===== config.mk =====
export PLATFORM = sky130hd
export DESIGN_NAME = alu_packet_ctrl
export DESIGN_NICKNAME = d
export VERILOG_FILES = /design/src/rtl/uart_alu_pkg.sv /design/src/rtl/word_ser_le.sv /design/src/rtl/alu_packet_ctrl.sv
export SDC_FILE = /design/constraint.sdc
export NUM_CORES = 1
export LEC_CHECK = 0
export CELL_PAD_IN_SITES_DETAIL_PLACEMENT = 0
export CELL_PAD_IN_SITES_GLOBAL_PLACEMENT = 1
export CORE_AREA = 4 4 160 162
export DETAILED_ROUTE_END_ITERATION = 6
export DIE_AREA = 0 0 164 166
export PLACE_DENSITY_LB_ADDON = 0.1
export SYNTH_ARGS = -nofsm -noshare
export SYNTH_HDL_FRONTEND = slang
export SYNTH_SLANG_ARGS = --single-unit

===== constraint.sdc =====
create_clock -name clk_i -period 23 [get_ports clk_i]
set_input_delay 3.45 -clock clk_i [delete_from_list [all_inputs] [get_ports clk_i]]
set_output_delay 3.45 -clock clk_i [all_outputs]
set_load 0.005 [all_outputs]

===== src/rtl/uart_alu_pkg.sv =====
// uart_alu_pkg: shared constants and types for the UART/ALU packet controller.
// Opcode bytes, ALU operation encoding, controller state codes and the
// error response byte used when ALU_PACKET_CTRL_ERR_RESP_EN is defined.
package uart_alu_pkg;

    // Frame opcode bytes
    localparam logic [7:0] OP_ECHO  = 8'hEC;
    localparam logic [7:0] OP_ADD   = 8'h8A;
    localparam logic [7:0] OP_MUL   = 8'h88;
    localparam logic [7:0] OP_DIV   = 8'h89;

    // Single-byte response for aborted/invalid frames
    localparam logic [7:0] ERR_BYTE = 8'hEE;

    // ALU operation select (result is always the low 32 bits)
    typedef enum logic [1:0] {
        ALU_ADD = 2'd0,
        ALU_MUL = 2'd1,
        ALU_DIV = 2'd2
    } alu_op_e;

    // Controller state encoding
    typedef logic [3:0] state_t;
    localparam state_t ST_IDLE      = 4'd0;
    localparam state_t ST_HDR_RSV   = 4'd1;
    localparam state_t ST_LEN_LO    = 4'd2;
    localparam state_t ST_LEN_HI    = 4'd3;
    localparam state_t ST_ECHO      = 4'd4;
    localparam state_t ST_OPND      = 4'd5;
    localparam state_t ST_ALU_REQ   = 4'd6;
    localparam state_t ST_ALU_WAIT  = 4'd7;
    localparam state_t ST_DRAIN     = 4'd8;
    localparam state_t ST_RESULT_TX = 4'd9;
    localparam state_t ST_ERR_TX    = 4'd10;

    function automatic logic is_arith(input logic [7:0] op);
        return (op == OP_ADD) || (op == OP_MUL) || (op == OP_DIV);
    endfunction

    function automatic alu_op_e op_decode(input logic [7:0] op);
        case (op)
            OP_MUL:  return ALU_MUL;
            OP_DIV:  return ALU_DIV;
            default: return ALU_ADD;
        endcase
    endfunction

endpackage


===== src/rtl/word_ser_le.sv =====
// word_ser_le: loads a 32-bit word and emits it as 4 bytes, least significant
// byte first, over a valid/ready byte handshake. valid_o drops after byte 3.
module word_ser_le (
    input  logic        clk_i,
    input  logic        reset_i,
    input  logic        load_i,
    input  logic [31:0] word_i,
    output logic [7:0]  data_o,
    output logic        valid_o,
    input  logic        ready_i,
    output logic        last_o
);

    logic [31:0] shreg_q, shreg_d;
    logic [1:0]  cnt_q, cnt_d;
    logic        valid_q, valid_d;

    // Next state: load has priority, otherwise shift one byte per handshake
    always_comb begin
        shreg_d = shreg_q;
        cnt_d   = cnt_q;
        valid_d = valid_q;
        if (load_i) begin
            shreg_d = word_i;
            cnt_d   = 2'd0;
            valid_d = 1'b1;
        end else if (valid_q && ready_i) begin
            shreg_d = {8'h00, shreg_q[31:8]};
            cnt_d   = cnt_q + 2'd1;
            if (cnt_q == 2'd3) valid_d = 1'b0;
        end
    end

    // State registers, cleared asynchronously
    always_ff @(posedge clk_i or posedge reset_i) begin
        if (reset_i) begin
            shreg_q <= '0;
            cnt_q   <= '0;
            valid_q <= 1'b0;
        end else begin
            shreg_q <= shreg_d;
            cnt_q   <= cnt_d;
            valid_q <= valid_d;
        end
    end

    assign data_o  = shreg_q[7:0];
    assign valid_o = valid_q;
    assign last_o  = (cnt_q == 2'd3);

endmodule


===== src/rtl/alu_packet_ctrl.sv =====
// alu_packet_ctrl: frame sequencer between the UART byte streams and the
// 32-bit ALU. Parses a 4-byte header (opcode, reserved, LE length), then
// echoes the payload or chains ALU operations over LE 32-bit operands and
// returns the 32-bit result as 4 bytes.
// Optional: ALU_PACKET_CTRL_ERR_RESP_EN makes invalid-opcode frames and
// timeout aborts answer with a single 0xEE byte; otherwise they are silent.
module alu_packet_ctrl
    import uart_alu_pkg::*;
#(
    parameter int          LEN_W          = 16,
    parameter int unsigned TIMEOUT_CYCLES = 31500000
) (
    input  logic        clk_i,
    input  logic        reset_i,
    input  logic [7:0]  rx_data_i,
    input  logic        rx_valid_i,
    output logic        rx_ready_o,
    output logic [7:0]  tx_data_o,
    output logic        tx_valid_o,
    input  logic        tx_ready_i,
    output logic [1:0]  alu_op_o,
    output logic [31:0] alu_a_o,
    output logic [31:0] alu_b_o,
    output logic        alu_valid_o,
    input  logic        alu_ready_i,
    input  logic [31:0] alu_res_i,
    input  logic        alu_res_valid_i,
    output logic        busy_o
);

`ifdef ALU_PACKET_CTRL_ERR_RESP_EN
    localparam bit ERR_RESP = 1'b1;
`else
    localparam bit ERR_RESP = 1'b0;
`endif

    state_t         state_q, state_d;
    logic [7:0]     opcode_q, opcode_d;
    logic [7:0]     len_lo_q, len_lo_d;
    logic [LEN_W-1:0] rem_q, rem_d;
    logic [31:0]    opnd_q, opnd_d;
    logic [1:0]     bcnt_q, bcnt_d;
    logic           have_acc_q, have_acc_d;
    logic [31:0]    acc_q, acc_d;
    logic [7:0]     txb_q, txb_d;
    logic           txv_q, txv_d;
    logic           alu_v_q, alu_v_d;
    logic [31:0]    alu_a_q, alu_a_d;
    logic [31:0]    alu_b_q, alu_b_d;
    alu_op_e        alu_op_q, alu_op_d;
    logic [31:0]    tmo_q, tmo_d;

    logic           rx_ready, rx_fire, tx_fire;
    logic [15:0]    len16;
    logic [31:0]    word_full;
    logic [LEN_W-1:0] rem_dec;
    logic           timed, tmo_hit;
    logic           ser_load, ser_valid, ser_last;
    logic [7:0]     ser_data;

    // Byte acceptance: header/operand/drain states always, echo only when the
    // one-byte tx buffer is empty.
    always_comb begin
        rx_ready = 1'b0;
        case (state_q)
            ST_IDLE, ST_HDR_RSV, ST_LEN_LO, ST_LEN_HI,
            ST_OPND, ST_DRAIN:  rx_ready = 1'b1;
            ST_ECHO:            rx_ready = !txv_q;
            default:            rx_ready = 1'b0;
        endcase
    end

    assign rx_fire   = rx_valid_i && rx_ready;
    assign tx_fire   = txv_q && tx_ready_i;
    assign len16     = {rx_data_i, len_lo_q};
    assign word_full = {rx_data_i, opnd_q[31:8]};
    assign rem_dec   = (rem_q != '0) ? rem_q - LEN_W'(1) : '0;

    // Inactivity timer runs only while waiting on the host for bytes
    assign timed   = (state_q == ST_HDR_RSV) || (state_q == ST_LEN_LO) ||
                     (state_q == ST_LEN_HI)  || (state_q == ST_ECHO)   ||
                     (state_q == ST_OPND)    || (state_q == ST_DRAIN);
    assign tmo_hit = (TIMEOUT_CYCLES != 0) && timed && !rx_fire &&
                     (tmo_q == TIMEOUT_CYCLES - 1);

    // Main sequencer next-state logic
    always_comb begin
        state_d    = state_q;
        opcode_d   = opcode_q;
        len_lo_d   = len_lo_q;
        rem_d      = rem_q;
        opnd_d     = opnd_q;
        bcnt_d     = bcnt_q;
        have_acc_d = have_acc_q;
        acc_d      = acc_q;
        txb_d      = txb_q;
        txv_d      = txv_q;
        alu_v_d    = alu_v_q;
        alu_a_d    = alu_a_q;
        alu_b_d    = alu_b_q;
        alu_op_d   = alu_op_q;
        tmo_d      = (TIMEOUT_CYCLES != 0 && timed && !rx_fire) ? tmo_q + 32'd1 : 32'd0;

        case (state_q)
            ST_IDLE: if (rx_fire) begin
                opcode_d   = rx_data_i;
                have_acc_d = 1'b0;
                bcnt_d     = 2'd0;
                state_d    = ST_HDR_RSV;
            end
            ST_HDR_RSV: if (rx_fire) state_d = ST_LEN_LO;
            ST_LEN_LO: if (rx_fire) begin
                len_lo_d = rx_data_i;
                state_d  = ST_LEN_HI;
            end
            ST_LEN_HI: if (rx_fire) begin
                if (len16 <= 16'd4) begin
                    state_d = ST_IDLE;
                end else begin
                    rem_d    = LEN_W'(len16 - 16'd4);
                    alu_op_d = op_decode(opcode_q);
                    if (opcode_q == OP_ECHO)     state_d = ST_ECHO;
                    // fewer than 4 payload bytes: no operand, drain silently
                    else if (is_arith(opcode_q)) state_d = (len16 < 16'd8) ? ST_DRAIN : ST_OPND;
                    else                         state_d = ST_DRAIN;
                end
            end
            ST_ECHO: begin
                if (rx_fire) begin
                    txb_d = rx_data_i;
                    txv_d = 1'b1;
                    rem_d = rem_dec;
                end else if (tx_fire) begin
                    txv_d = 1'b0;
                    if (rem_q == '0) state_d = ST_IDLE;
                end
            end
            ST_OPND: if (rx_fire) begin
                rem_d  = rem_dec;
                opnd_d = word_full;
                bcnt_d = bcnt_q + 2'd1;
                if (bcnt_q == 2'd3) begin
                    if (!have_acc_q) begin
                        // first operand seeds the accumulator without an ALU call
                        acc_d      = word_full;
                        have_acc_d = 1'b1;
                        if (rem_dec == '0)             state_d = ST_RESULT_TX;
                        else if (rem_dec < LEN_W'(4))  state_d = ST_DRAIN;
                    end else begin
                        alu_a_d = acc_q;
                        alu_b_d = word_full;
                        alu_v_d = 1'b1;
                        state_d = ST_ALU_REQ;
                    end
                end
            end
            ST_ALU_REQ: if (alu_ready_i) begin
                alu_v_d = 1'b0;
                state_d = ST_ALU_WAIT;
            end
            ST_ALU_WAIT: if (alu_res_valid_i) begin
                acc_d = alu_res_i;
                if (rem_q == '0)             state_d = ST_RESULT_TX;
                else if (rem_q < LEN_W'(4))  state_d = ST_DRAIN;
                else                         state_d = ST_OPND;
            end
            ST_DRAIN: if (rx_fire) begin
                rem_d = rem_dec;
                if (rem_dec == '0) begin
                    if (have_acc_q) begin
                        state_d = ST_RESULT_TX;
                    end else if (ERR_RESP && !is_arith(opcode_q)) begin
                        txb_d   = ERR_BYTE;
                        txv_d   = 1'b1;
                        state_d = ST_ERR_TX;
                    end else begin
                        state_d = ST_IDLE;
                    end
                end
            end
            ST_RESULT_TX: if (ser_valid && tx_ready_i && ser_last) state_d = ST_IDLE;
            ST_ERR_TX: if (tx_fire) begin
                txv_d   = 1'b0;
                state_d = ST_IDLE;
            end
            default: state_d = ST_IDLE;
        endcase

        // Timeout abort discards the frame, including any pending echo byte
        if (tmo_hit) begin
            acc_d      = '0;
            have_acc_d = 1'b0;
            txv_d      = 1'b0;
            state_d    = ST_IDLE;
            if (ERR_RESP) begin
                txb_d   = ERR_BYTE;
                txv_d   = 1'b1;
                state_d = ST_ERR_TX;
            end
        end
    end

    // Kick the serializer on entry to RESULT_TX with the final accumulator
    assign ser_load = (state_d == ST_RESULT_TX) && (state_q != ST_RESULT_TX);

    word_ser_le u_ser (
        .clk_i   (clk_i),
        .reset_i (reset_i),
        .load_i  (ser_load),
        .word_i  (acc_d),
        .data_o  (ser_data),
        .valid_o (ser_valid),
        .ready_i (tx_ready_i),
        .last_o  (ser_last)
    );

    // Controller registers, all cleared asynchronously
    always_ff @(posedge clk_i or posedge reset_i) begin
        if (reset_i) begin
            state_q    <= ST_IDLE;
            opcode_q   <= '0;
            len_lo_q   <= '0;
            rem_q      <= '0;
            opnd_q     <= '0;
            bcnt_q     <= '0;
            have_acc_q <= 1'b0;
            acc_q      <= '0;
            txb_q      <= '0;
            txv_q      <= 1'b0;
            alu_v_q    <= 1'b0;
            alu_a_q    <= '0;
            alu_b_q    <= '0;
            alu_op_q   <= ALU_ADD;
            tmo_q      <= '0;
        end else begin
            state_q    <= state_d;
            opcode_q   <= opcode_d;
            len_lo_q   <= len_lo_d;
            rem_q      <= rem_d;
            opnd_q     <= opnd_d;
            bcnt_q     <= bcnt_d;
            have_acc_q <= have_acc_d;
            acc_q      <= acc_d;
            txb_q      <= txb_d;
            txv_q      <= txv_d;
            alu_v_q    <= alu_v_d;
            alu_a_q    <= alu_a_d;
            alu_b_q    <= alu_b_d;
            alu_op_q   <= alu_op_d;
            tmo_q      <= tmo_d;
        end
    end

    assign rx_ready_o  = rx_ready;
    assign tx_valid_o  = txv_q | ser_valid;
    assign tx_data_o   = ser_valid ? ser_data : txb_q;
    assign alu_valid_o = alu_v_q;
    assign alu_a_o     = alu_a_q;
    assign alu_b_o     = alu_b_q;
    assign alu_op_o    = alu_op_q;
    assign busy_o      = (state_q != ST_IDLE);

endmodule

======== Yosys cells after proc, flatten, opt, wreduce, memory -nomap -nowiden ========
Index checks and enable logic that the tools add are counted.
cells by class
  $add $sub $neg .......................... 5
  magnitude comparators ................... 4
  eq/ne operators ......................... 30
  mux-type cells .......................... 66
  bitwise operators ....................... 2
  reductions and logical operators ........ 41
operators with widths
  cell                     number
  $mux W32                 8
  $mux W4                  26
  $mux W16                 4
  $pmux W32 S2             1
  $pmux W4 S11             1
  $add A32 B1 Y32 const B  1
  $eq A32 B25 Y1 const B   1
  $eq A8 B8 Y1 const B     4
  $logic_not A16 Y1        2
  $lt A16 B3 Y1 const B    2
  $pmux W16 S2             1
  $eq A4 B3 Y1 const B     4
  $eq A4 B4 Y1 const B     4
  $le A16 B3 Y1 const B    1
  $lt A16 B4 Y1 const B    1
  $reduce_bool A16 Y1      1
  $sub A16 B1 Y16 const B  1
  $sub A16 B3 Y16 const B  1
  $mux W1                  14
  $ne A2 B2 Y1 const B     6
  $reduce_and A4 Y1        3
  $reduce_and A2 Y1        5
  $reduce_bool A2 Y1       5
  $eq A4 B2 Y1 const B     2
  other kinds (23)         49
word-level totals
  register bits ........................... 246
  input bits .............................. 46
  output and inout bits ................... 78
  word-level logic and storage cells ...... 166

======== Longest topological paths before layout ========
  word-level depth ........................ 14
  depth in mapped cells ................... 12
  mapped depth without buffers ............ 10

======== Modules after synthesis ========
From an unflattened synthesis, not the netlist that was laid out.
unflattened totals
  cell total of the unflattened synthesis .. 1096
  area total of the unflattened synthesis .. 12017.8 sq um
modules (own cells, without submodules)
  module           instances  cells an instance  area each (sq um)  sequential area each (sq um)
  alu_packet_ctrl  1          903                10035.9            5079.9
  word_ser_le      1          193                1981.9             875.8

======== Worst setup path after synthesis ========
No wires, ideal clock.
  kind .................................... input-to-reg
  start point ............................. input port rx_valid_i
  end point ............................... register u_ser.shreg_q[10]
  setup time .............................. 127 ps
  arrival time ............................ 5801 ps
  required time ........................... 22873 ps
  slack ................................... 17071 ps
  stages .................................. 9
  buffers on the path ..................... 1
  path through ............................ or3b_1 a211oi_1 nor3_1 nor4_2 nor4_1 a221oi_2 a211oi_4 buf_6 mux2_1
between the ends
  cells in the longest elaborated chain, start to end .. 8
  elaborated cells on any way between the ends .. 20
  classes of those cells .................. eq/ne: 1; mux: 13; reduce/logical: 6
RTL lines
  what                                              line                   source
  start: declaration                                alu_packet_ctrl.sv:16  input logic rx_valid_i,
  $logic_and A1 B1 Y1 (*)                           alu_packet_ctrl.sv:73  assign rx_fire = rx_valid_i && rx_ready;
  branches (longest 7 deep; another with $mux W32)  --
  end signal: assignment                            word_ser_le.sv:41      shreg_q <= shreg_d;
  end: declaration                                  word_ser_le.sv:14      logic [31:0] shreg_q, shreg_d;
Every way passes the cells marked *.
A chain may end at the register's enable or synchronous reset.

======== Worst setup path after layout ========
  start point ............................. input port rx_valid_i
  end point ............................... register u_ser.shreg_q[15]
The elaborated chain is that of the path after synthesis.

==> results.py <==
metrics = {
    "status": {
        "status": "finished, final reports clean",
    },
    "timing": {
        "rsz0062_at_grt": "false",
        "finalSetupViolCount": 0,
        "finClkSkew_ns": 0.0167,
        "holdWs_ns": 0.461,
        "max_freq_ghz": 0.148,
        "finalCriticalPeriod_ns": 6.74,
        "timing.final.crit_share_pct": 29.3,
        "slew_viol_final": 0,
        "worstMarginPinSlew_ns": 0.953,
        "final_hold_viol_count": 0,
        "fin_setup_tns_ns": 0,
        "relSlewSlack_pct": 36.4,
    },
    "placement": {
        "portBuffers": 123,
        "dp_hpwl_um": 20000,
        "gp_congestion": 0.799,
        "placed_cells": 1411,
    },
    "clock_network": {
        "holdBufCountCts": 0,
        "clockRootBuffer": "clkbuf_16",
        "cts.clk_slew.worst_paths_ns": 0.06,
        "cts_num_sinks": 238,
        "cts_resized": 0,
        "insertion_delay_ns": 0.55,
        "post_cts_buffers": 0,
        "cts_tree": "done",
        "cts_buffer_depth": 3,
        "h-tree-depth": 1,
        "cts_buffers": 27,
    },
    "critical_path": {
        "critical_path_buf_inv_count": 4,
        "crit_path_start_kind": "primary input",
        "crit_arrival_ns": 7.16,
        "cp_num_cells": 12,
        "crit_chain": "clkdlybuf4s50_1 > or3b_1 > a211oi_1 > nor3_2 > buf_4 > nor4_4 > buf_4 > nor4_1 > a221oi_2 > a211oi_4 > buf_4 > mux2_1",
        "critPathMaxStageDelay_ns": 0.62,
        "crit_family": "buffers and inverters",
        "critPathMostFrequentCell": "buf_4",
        "worstRegToRegCells": 11,
        "worst_path_max_delay_cell": "clkdlybuf4s50_1",
        "setup.worst_path.end_class": "flip-flop",
        "crit_type": "primary input to flip-flop",
        "cp_max_fo": 37,
        "critPathRequiredTime_ns": 23.42,
    },
    "detailed_routing": {
        "viasPerCell": 5.82,
        "wl_per_cell_um": 21.0,
        "drt_wl_total_um": 30600,
        "dr.pass1.iters": 6,
        "drt_first_iter_violations": 788,
        "drc": 0,
        "ant_nets": 0,
        "num_vias": 8486,
    },
    "cells_and_area": {
        "final_layout_size_suffix_gt1_share_pct": 22.5,
        "antenna_cells": 0,
        "nFillCells": 2093,
        "instances_no_fill": 1459,
        "final_nets": 1168,
        "synthToLayoutAreaGrowth_pct": 20.6,
    },
    "power_and_ir_drop": {
        "p_leak_nw": 6.40,
        "peakVddDrop_v": 0.0000573,
        "p_int_mw": 0.935,
        "pwr-share-seq_pct": 41.8,
        "p_sw_share_pct": 33.6,
        "p_per_area_nw_per_um2": 99.9,
        "clockPowerShare_pct": 31.3,
        "comb_power_share_pct": 26.9,
        "power.switching_mw": 0.472,
    },
    "min_path": {
        "hp-class": "flip-flop to flip-flop",
        "whs_path_depth": 1,
    },
    "yosys": {
        "synthTopCellsByCount": "dfrtp_1 (238), mux2_2 (182), nor2_1 (98), clkbuf_1 (60), nand2_1 (43)",
        "synth_edf_count": 0,
        "yosysWarnings": 0,
        "postSynthCellCount": 1017,
        "syn_area_um2": 11700,
        "netlist.area_leader.share_pct": 51.0,
        "avgSynthCellArea_um2": 11.5,
        "synth_cell_types": 59,
        "synth_ff_type": "dfrtp_1",
        "synth_seq_cells": 238,
        "yosysSeqAreaShare_pct": 51.0,
        "synthArstFlopShare_pct": 100,
        "yosys.area.top_type": "dfrtp_1",
        "ys_top_cells_by_area": "dfrtp_1 (51%), mux2_2 (18%), nor2_1 (3.1%)",
        "synth.most_common_cell": "dfrtp_1",
        "synth_nets": 1069,
    },
    "floorplan": {
        "die_area_um2": 27200,
        "ios": 124,
        "die_w_um": 164,
        "rows": 57,
        "fp.coreArea_um2": 24100,
        "die_height_um": 166,
        "start_util_pct": 48.4,
    },
    "global_route": {
        "globalRoute.totalOverflow": 0,
        "grt.total_usage_pct": 22.3,
        "antenna_found_initial": 0,
        "grt_pass1_wl_um": 48600,
        "grt_pass1_vias": 8524,
        "grt_max_degree": 116,
    },
    "run": {
        "maxCapViolCount": 0,
    },
}
worst register-to-register path, delay by kind of cell, from the launching register on:
family | cells | cell delay, ns
muxes | 2 | 0.56
buffers and inverters | 2 | 0.57
AOI/OAI and AO/OA | 4 | 1.06
DFF | 1 | 0.53
and+or+nand+nor | 2 | 0.67
adders and majority gates | 1 | 0.30
power groups by stage:
stage,Combinational [mW],Clock [mW],Sequential (mW)
global placement,0.374,0,0.593
finish,0.378,0.440,0.589
global route,0.418,0.465,0.601
detailed placement,0.379,0,0.595
CTS,0.381,0.448,0.587
floorplan,0.310,0,0.537
metal layers:
layer  routed length [um]  GRT usage [%]
met2                15000           36.6
met3                 1260           2.83
met1                13600           31.6
met5                    0              0
met4                  734           5.69
registers in the layout (all words and copies together), names as in the netlist:
register / cells
acc_q: 32
alu_a_o: 32
alu_b_o: 32
tmo_q: 32
u_ser.shreg_q: 32
opnd_q: 24
rem_q: 16
len_lo_q: 8
opcode_q: 8
txb_q: 8
state_q: 4
alu_op_o: 2
bcnt_q: 2
u_ser.cnt_q: 2
alu_valid_o: 1
have_acc_q: 1
txv_q: 1
u_ser.valid_o: 1
stage by stage:
stage | setup WS [ns] | total power [mW] | util, % | cell area [um2]
3_5_place_dp | 15.70 | 0.973 | 54.7 | 13200
2_1_floorplan | 13.02 | 0.847 | - | 11700
5_1_grt | 16.02 | 1.48 | 58.4 | 14100
6_report | 16.26 | 1.41 | 58.4 | 14100
3_3_place_gp | 15.78 | 0.968 | 54.7 | 13200
4_1_cts | 16.25 | 1.42 | 58.4 | 14100
cell type report:
type | instances | area [um2] | share of cell area, %
tap | 324 | 405 | 2.88
sequential | 238 | 5960 | 42.3
timing repair buffer | 138 | 1340 | 9.54
multi-input combinational | 696 | 5410 | 38.4
clock buffer | 42 | 812 | 5.76
clock inverter | 6 | 95.1 | 0.675
inverter | 15 | 63.8 | 0.453
logic make-up (layout without fill, tap and decap cells):
| family | Yosys count | after routing | synth area share (%) |
|---|---|---|---|
| simple gates | 298 | 298 | 13.2 |
| flops | 238 | 238 | 51.0 |
| mux | 211 | 211 | 20.3 |
| compound gates | 144 | 144 | 9.16 |
| buf+inv | 83 | 201 | 2.87 |
| xor+xnor | 37 | 37 | 2.77 |
| fa+ha+maj | 6 | 6 | 0.643 |
cell usage in the layout, fill, tap and decap left out, types with 27 or more instances in the layout:
cell,n
clkdlybuf4s50_1,123
mux2_2,182
a222oi_1,31
nand2_1,42
clkbuf_16,27
nand3_1,29
dfrtp_1,238
nor2_1,97
mux2_1,27
o21ai_0,35
path summary, 6_finish.rpt:
path                       startpoint                 to  slack, ns
max                        rx_valid_i  u_ser.shreg_q[15]      16.26
min reg2reg                  tmo_q[0]           tmo_q[0]       0.46
min in group asynchronous     reset_i         alu_b_o[4]       3.47
min                          tmo_q[0]           tmo_q[0]       0.46
max in group asynchronous     reset_i   u_ser.shreg_q[4]      17.38
max reg2reg                  rem_q[0]  u_ser.shreg_q[27]      19.17
Note: power is estimated with default switching activity, not from simulation.
